===== src/rtl/fifo_rr_arbiter.sv =====
// fifo_rr_arbiter: drains four input FIFOs round-robin and routes each popped
// word to one of four destination FIFOs chosen by the word's top two bits.
//
// state  | meaning
// -------+-------------------------------------------------------------
// IDLE   | all input FIFOs empty; no pops issued
// ACTIVE | popping one word per cycle from the next non-empty lane
// STALL  | a destination is almost full; pops held, in-flight words drain
//
// Any almost-full flag blocks every pop, whatever the destination. Up to two
// words can already be in flight when a flag rises, and those are always
// pushed, so destination thresholds must leave room for two words.
module fifo_rr_arbiter #(
  parameter int DATA_W = 10,
  parameter int CNT_W  = 8
) (
  input  logic                  clk,
  input  logic                  rst,
  input  logic [3:0]            fifo_empty,
  input  logic [4*DATA_W-1:0]   fifo_data,
  output logic [3:0]            fifo_rd_enb,
  input  logic [3:0]            out_alm_full,
  output logic [3:0]            out_wr_enb,
  output logic [DATA_W-1:0]     out_data,
  output logic                  idle,
  input  logic [1:0]            cnt_sel,
  output logic [CNT_W-1:0]      cnt_value
);

  typedef enum logic [1:0] {
    ST_IDLE   = 2'd0,
    ST_ACTIVE = 2'd1,
    ST_STALL  = 2'd2
  } state_e;

  state_e state_q, state_d;

  logic [1:0]        ptr_q, ptr_d;
  logic              grant;
  logic [1:0]        gnt_lane;
  logic [1:0]        cand;

  logic              s1_vld_q;
  logic [1:0]        s1_lane_q;
  logic [DATA_W-1:0] s1_word;
  logic [1:0]        s1_dest;

  logic [3:0]        out_wr_enb_q;
  logic [DATA_W-1:0] out_data_q;
  logic [CNT_W-1:0]  cnt_q [4];

  logic any_ready;
  logic stall;

  assign any_ready = ~(&fifo_empty);
  assign stall     = |out_alm_full;

  // Next-state decode for the arbitration FSM.
  always_comb begin
    state_d = state_q;
    case (state_q)
      ST_IDLE: begin
        if (any_ready) begin
          state_d = stall ? ST_STALL : ST_ACTIVE;
        end
      end
      ST_ACTIVE: begin
        if (stall) begin
          state_d = ST_STALL;
        end else if (!any_ready) begin
          state_d = ST_IDLE;
        end
      end
      ST_STALL: begin
        if (!stall) begin
          state_d = any_ready ? ST_ACTIVE : ST_IDLE;
        end
      end
      default: state_d = ST_IDLE;
    endcase
  end

  // Round-robin search from the pointer; grant is issued in the same cycle
  // the FSM is (or is becoming) ACTIVE so a fresh lane costs no extra cycle.
  always_comb begin
    grant    = 1'b0;
    gnt_lane = ptr_q;
    cand     = ptr_q;
    if (state_d == ST_ACTIVE && !stall) begin
      for (int k = 0; k < 4; k++) begin
        cand = ptr_q + 2'(k);
        if (!grant && !fifo_empty[cand]) begin
          grant    = 1'b1;
          gnt_lane = cand;
        end
      end
    end
    ptr_d = grant ? (gnt_lane + 2'd1) : ptr_q;
  end

  assign fifo_rd_enb = grant ? (4'b0001 << gnt_lane) : 4'b0000;

  // Pick the popped lane's read data, valid the cycle after the pop.
  always_comb begin
    s1_word = '0;
    for (int k = 0; k < 4; k++) begin
      if (s1_lane_q == 2'(k)) begin
        s1_word = fifo_data[DATA_W*k +: DATA_W];
      end
    end
    s1_dest = s1_word[DATA_W-1 -: 2];
  end

  // FSM state and round-robin pointer registers.
  always_ff @(posedge clk) begin
    if (rst) begin
      state_q <= ST_IDLE;
      ptr_q   <= 2'd0;
    end else begin
      state_q <= state_d;
      ptr_q   <= ptr_d;
    end
  end

  // Two-stage pop-to-push pipeline; reset drops anything in flight.
  always_ff @(posedge clk) begin
    if (rst) begin
      s1_vld_q     <= 1'b0;
      s1_lane_q    <= 2'd0;
      out_wr_enb_q <= 4'b0000;
      out_data_q   <= '0;
    end else begin
      s1_vld_q  <= grant;
      s1_lane_q <= gnt_lane;
      if (s1_vld_q) begin
        out_data_q   <= s1_word;
        out_wr_enb_q <= 4'b0001 << s1_dest;
      end else begin
        out_wr_enb_q <= 4'b0000;
      end
    end
  end

  // Per-destination forwarded-word counters, free-running with wrap.
  always_ff @(posedge clk) begin
    if (rst) begin
      for (int j = 0; j < 4; j++) begin
        cnt_q[j] <= '0;
      end
    end else begin
      for (int j = 0; j < 4; j++) begin
        if (out_wr_enb_q[j]) begin
          cnt_q[j] <= cnt_q[j] + CNT_W'(1);
        end
      end
    end
  end

  assign out_wr_enb = out_wr_enb_q;
  assign out_data   = out_data_q;
  assign idle       = (state_q == ST_IDLE) && !s1_vld_q && !(|out_wr_enb_q);
  assign cnt_value  = cnt_q[cnt_sel];

endmodule

===== config.mk =====
export PLATFORM = sky130hd
export DESIGN_NAME = fifo_rr_arbiter
export DESIGN_NICKNAME = d
export VERILOG_FILES = /design/src/rtl/fifo_rr_arbiter.sv
export SDC_FILE = /design/constraint.sdc
export NUM_CORES = 1
export LEC_CHECK = 0
export BUFFER_PORTS_ARGS = -buffer_cell sky130_fd_sc_hd__clkbuf_2
export CORE_MARGIN = 4
export CORE_UTILIZATION = 53
export DETAILED_ROUTE_END_ITERATION = 10
export GPL_TIMING_DRIVEN = 0
export PLACE_DENSITY = 0.9
export SLEW_MARGIN = 10
export SYNTH_ARGS = -nofsm -noshare
export SYNTH_HDL_FRONTEND = slang
export SYNTH_SLANG_ARGS = --single-unit

===== constraint.sdc =====
create_clock -name clk -period 1.86 [get_ports clk]
set_input_delay 0.093 -clock clk [delete_from_list [all_inputs] [get_ports clk]]
set_output_delay 0.093 -clock clk [all_outputs]
set_load 0.05 [all_outputs]

==> impl_results.md <==
* Detailed Route WL at between 6 and 7 mm
* Syn Std Cell Area at roughly 0.0030 mm^2
* Final hold violation count at 0
* Worst IR Drop VDD at 0.0003764 V
* Min Tclk post-route at 2.163 ns
* Crit path max fanout at 3
* Vias in the first global route at 2497
* Synth warnings at 0
* Count leader, synth: nor2_1
* Max_cap viols at 0
* Largest net degree at the start of global routing at 17
* Yosys top cell area share at 0.3242
* GR Util All Layers at 0.2218
* Synthesized instance count at around 260
* Share of cells above drive strength 1 at 0.3948
* EDFF count, synth at 32
* Required time of the worst setup path at between 1.5 and 2 ns
* Final Util at 0.7089
* Violated checks: negative setup slack
* CTS sink cnt at 53
* First-pass GRT wire length at 11.30 mm
* Period utilization at 1.163
* Synth area leaders: edfxtp_1 32%, dfxtp_1 14%, mux4_2 14%, nor2_1 6.2%, xor2_1 4.7%
* Final #Nets at 406
* Core area at between 0.005 and 0.006 mm^2
* Yosys top cell by area: edfxtp_1
* Final clock skew at 0.005229 ns
* DR iter-0 viols at 102
* Die H at 82.79 um
* Net Count, Synth at 316
* Synth Area per Inst at 11.58 um^2
* Initial Util at 0.5624
* Multi-input gate area at between 0.0015 and 0.002 mm^2
* Pwr Density at 614.1 mW/mm^2
* Measured slew at the worst slew-check pin at 0.4520 ns
* I/O Pins at 79
* Worst setup SP type: flip-flop
* Status: finished, violations left
* Commonest cells in the netlist: 49 x nor2_1, 32 x edfxtp_1, 21 x dfxtp_1
* Worst-case clock buffer depth at 2
* CTS hold repair buffers at 0
* Gpl congestion at 0.8445
* Port Buf Inserts at 75
* Max Fclk at 0.4624 GHz
* Max-slew violations at 0
* Placed wire-length estimate at 5.048 mm
* Synthesis-to-layout area growth at 26.04%
* Ys async rst share at 0
* ANT nets after route at 0
* TritonCTS clock tree: done
* Clk root buf: clkbuf_8
* Clock slew at reported path FFs at around 0.090 ns
* Cell Count, Final, Fillers Out at 417
* Antenna Cells at 0
* Slew Limit Headroom at 0.6955
* RSZ-0062 raised after global routing: true
* Hold Crit Class: in2reg
* Die width at between 80 and 90 um
* Critical path endpoint category: output port
* Placed insts at 401
* Wirelength per Cell at ~17 um
* Flops & latches, synth at 53
* Vias at 2321
* Fin worst setup slack at -0.3027 ns
* Worst-skew pair later-pin latency at 0.30 ns
* CTS Buf Count at 5
* Worst Setup Path Type: reg2out
* Synth unique cells at 40
* Router iterations before antenna repair at 4
* Crit path DAT at between 2 and 2.5 ns
* Share of the yosys chip area belonging to registers at 0.4660
* Top_reg_cell synth: edfxtp_1
* Post-Route Setup TNS at -1.168 ns
* Fillers at 374
* Die area at 0.006853 mm^2
* Register area at 0.001384 mm^2
* Rows at 26
* DR DRC count at 0
* LEAKAGE at 1.478 nW
* Via density at 5.566
* Initial antenna violation count at 0
* Final Setup Violations at 4
* GRT overflow at 0
* H-tree levels at 2
layout by cell type, fill, tap and decap left out, types with 2 or more instances in the layout:
master	count
nand2b_1	5
buf_8	2
mux4_2	18
nand3_1	15
and2_4	4
clkbuf_8	5
and3_1	7
clkbuf_1	9
inv_1	6
nor2_1	48
dfxtp_1	19
buf_4	7
clkbuf_2	71
clkbuf_16	2
buf_2	3
xnor2_1	9
nand4_1	3
xor2_1	15
nand2_1	7
o21ai_0	2
buf_6	3
nor4_4	2
dfxtp_2	2
mux2i_1	12
edfxtp_1	32
ha_1	6
or2_2	5
o21ai_1	2
a21oi_1	2
ha_2	2
state kept, by name (all words and copies together) (netlist names):
name / cells
s1_lane_q: 2
ptr_q: 2
out_wr_enb: 4
out_data: 10
s1_vld_q: 1
state_q: 2
cnt_q: 32
routing by layer:
| layer | up-vias | track usage | part of all wire | wire length (um) |
|---|---|---|---|---|
| li1 | 1096 | - | - | - |
| met1 | 1094 | 0.2525 | 0.39 | 2731 |
| met2 | 117 | 0.3942 | 0.51 | 3551 |
| met3 | 14 | 0.05724 | 0.074 | 515 |
| met4 | 0 | 0.09150 | 0.023 | 162 |
| met5 | - | 0 | 0 | 0 |
layout make-up:
| class | instances | area share |
|---|---|---|
| Tap cell | 70 | 0.02344 |
| Clock buffer | 6 | 0.01942 |
| Buffer | 14 | 0.01909 |
| Timing Repair Buffer | 83 | 0.1336 |
| Clock inverter | 2 | 0.003684 |
| Sequential cell | 53 | 0.3704 |
| Inverter | 6 | 0.006028 |
| Multi-Input combinational cell | 183 | 0.4243 |
kinds of logic after synthesis:
family | count (synthesis) | share of synthesized area
xor+xnor | 26 | 0.07682
buf+inv | 20 | 0.02954
flops | 53 | 0.4660
simple gates | 110 | 0.1963
fa+ha+maj | 8 | 0.03377
mux | 30 | 0.1773
compound gates | 9 | 0.02026
where the power goes:
part,total [mW],switching [mW],internal (mW)
combinational,0.350,0.194,0.157
sequential,1.31,0.0353,1.27
clock,0.636,0.369,0.267
per-stage QoR:
step | instance area (um^2) | power (mW) | hold WS, ns | setup WS (ns)
finish | 3736 | 2.294 | 0.1687 | -0.3027
global route | 3736 | 2.400 | 0.1817 | -0.4020
CTS | 3726 | 2.312 | 0.1410 | -0.2070
detailed placement | 3445 | 1.651 | 0.4443 | -0.1694
global placement | 3445 | 1.642 | 0.4352 | -0.1012
floorplan | 2982 | 1.542 | 0.2876 | 0.005422
path summary, 6_finish.rpt:
path	end	cells after the start	start	slack (ns)
max	fifo_rd_enb[2]	8	ptr_q[0]	-0.30
min	s1_vld_q	4	out_alm_full[2]	0.17
max reg2reg	ptr_q[1]	8	ptr_q[1]	0.01
min reg2reg	out_data[3]	2	out_data[3]	0.50
worst max-delay path, stage by stage (launching register included):
cell and delay, ns:
dfxtp_2 0.35, and3b_1 0.18, o21ai_1 0.18, nand4_1 0.17
and2_4 0.21, xnor2_2 0.18, ha_2 0.22, and2_4 0.15
buf_8 0.14
timing repair:
item,4_1_cts,5_1_grt
endpoints found under the setup margin,5,7
pin swaps,5,5
setup buffers,11,1
resized for setup,25,9
Note: power is estimated with default switching activity, not from simulation.
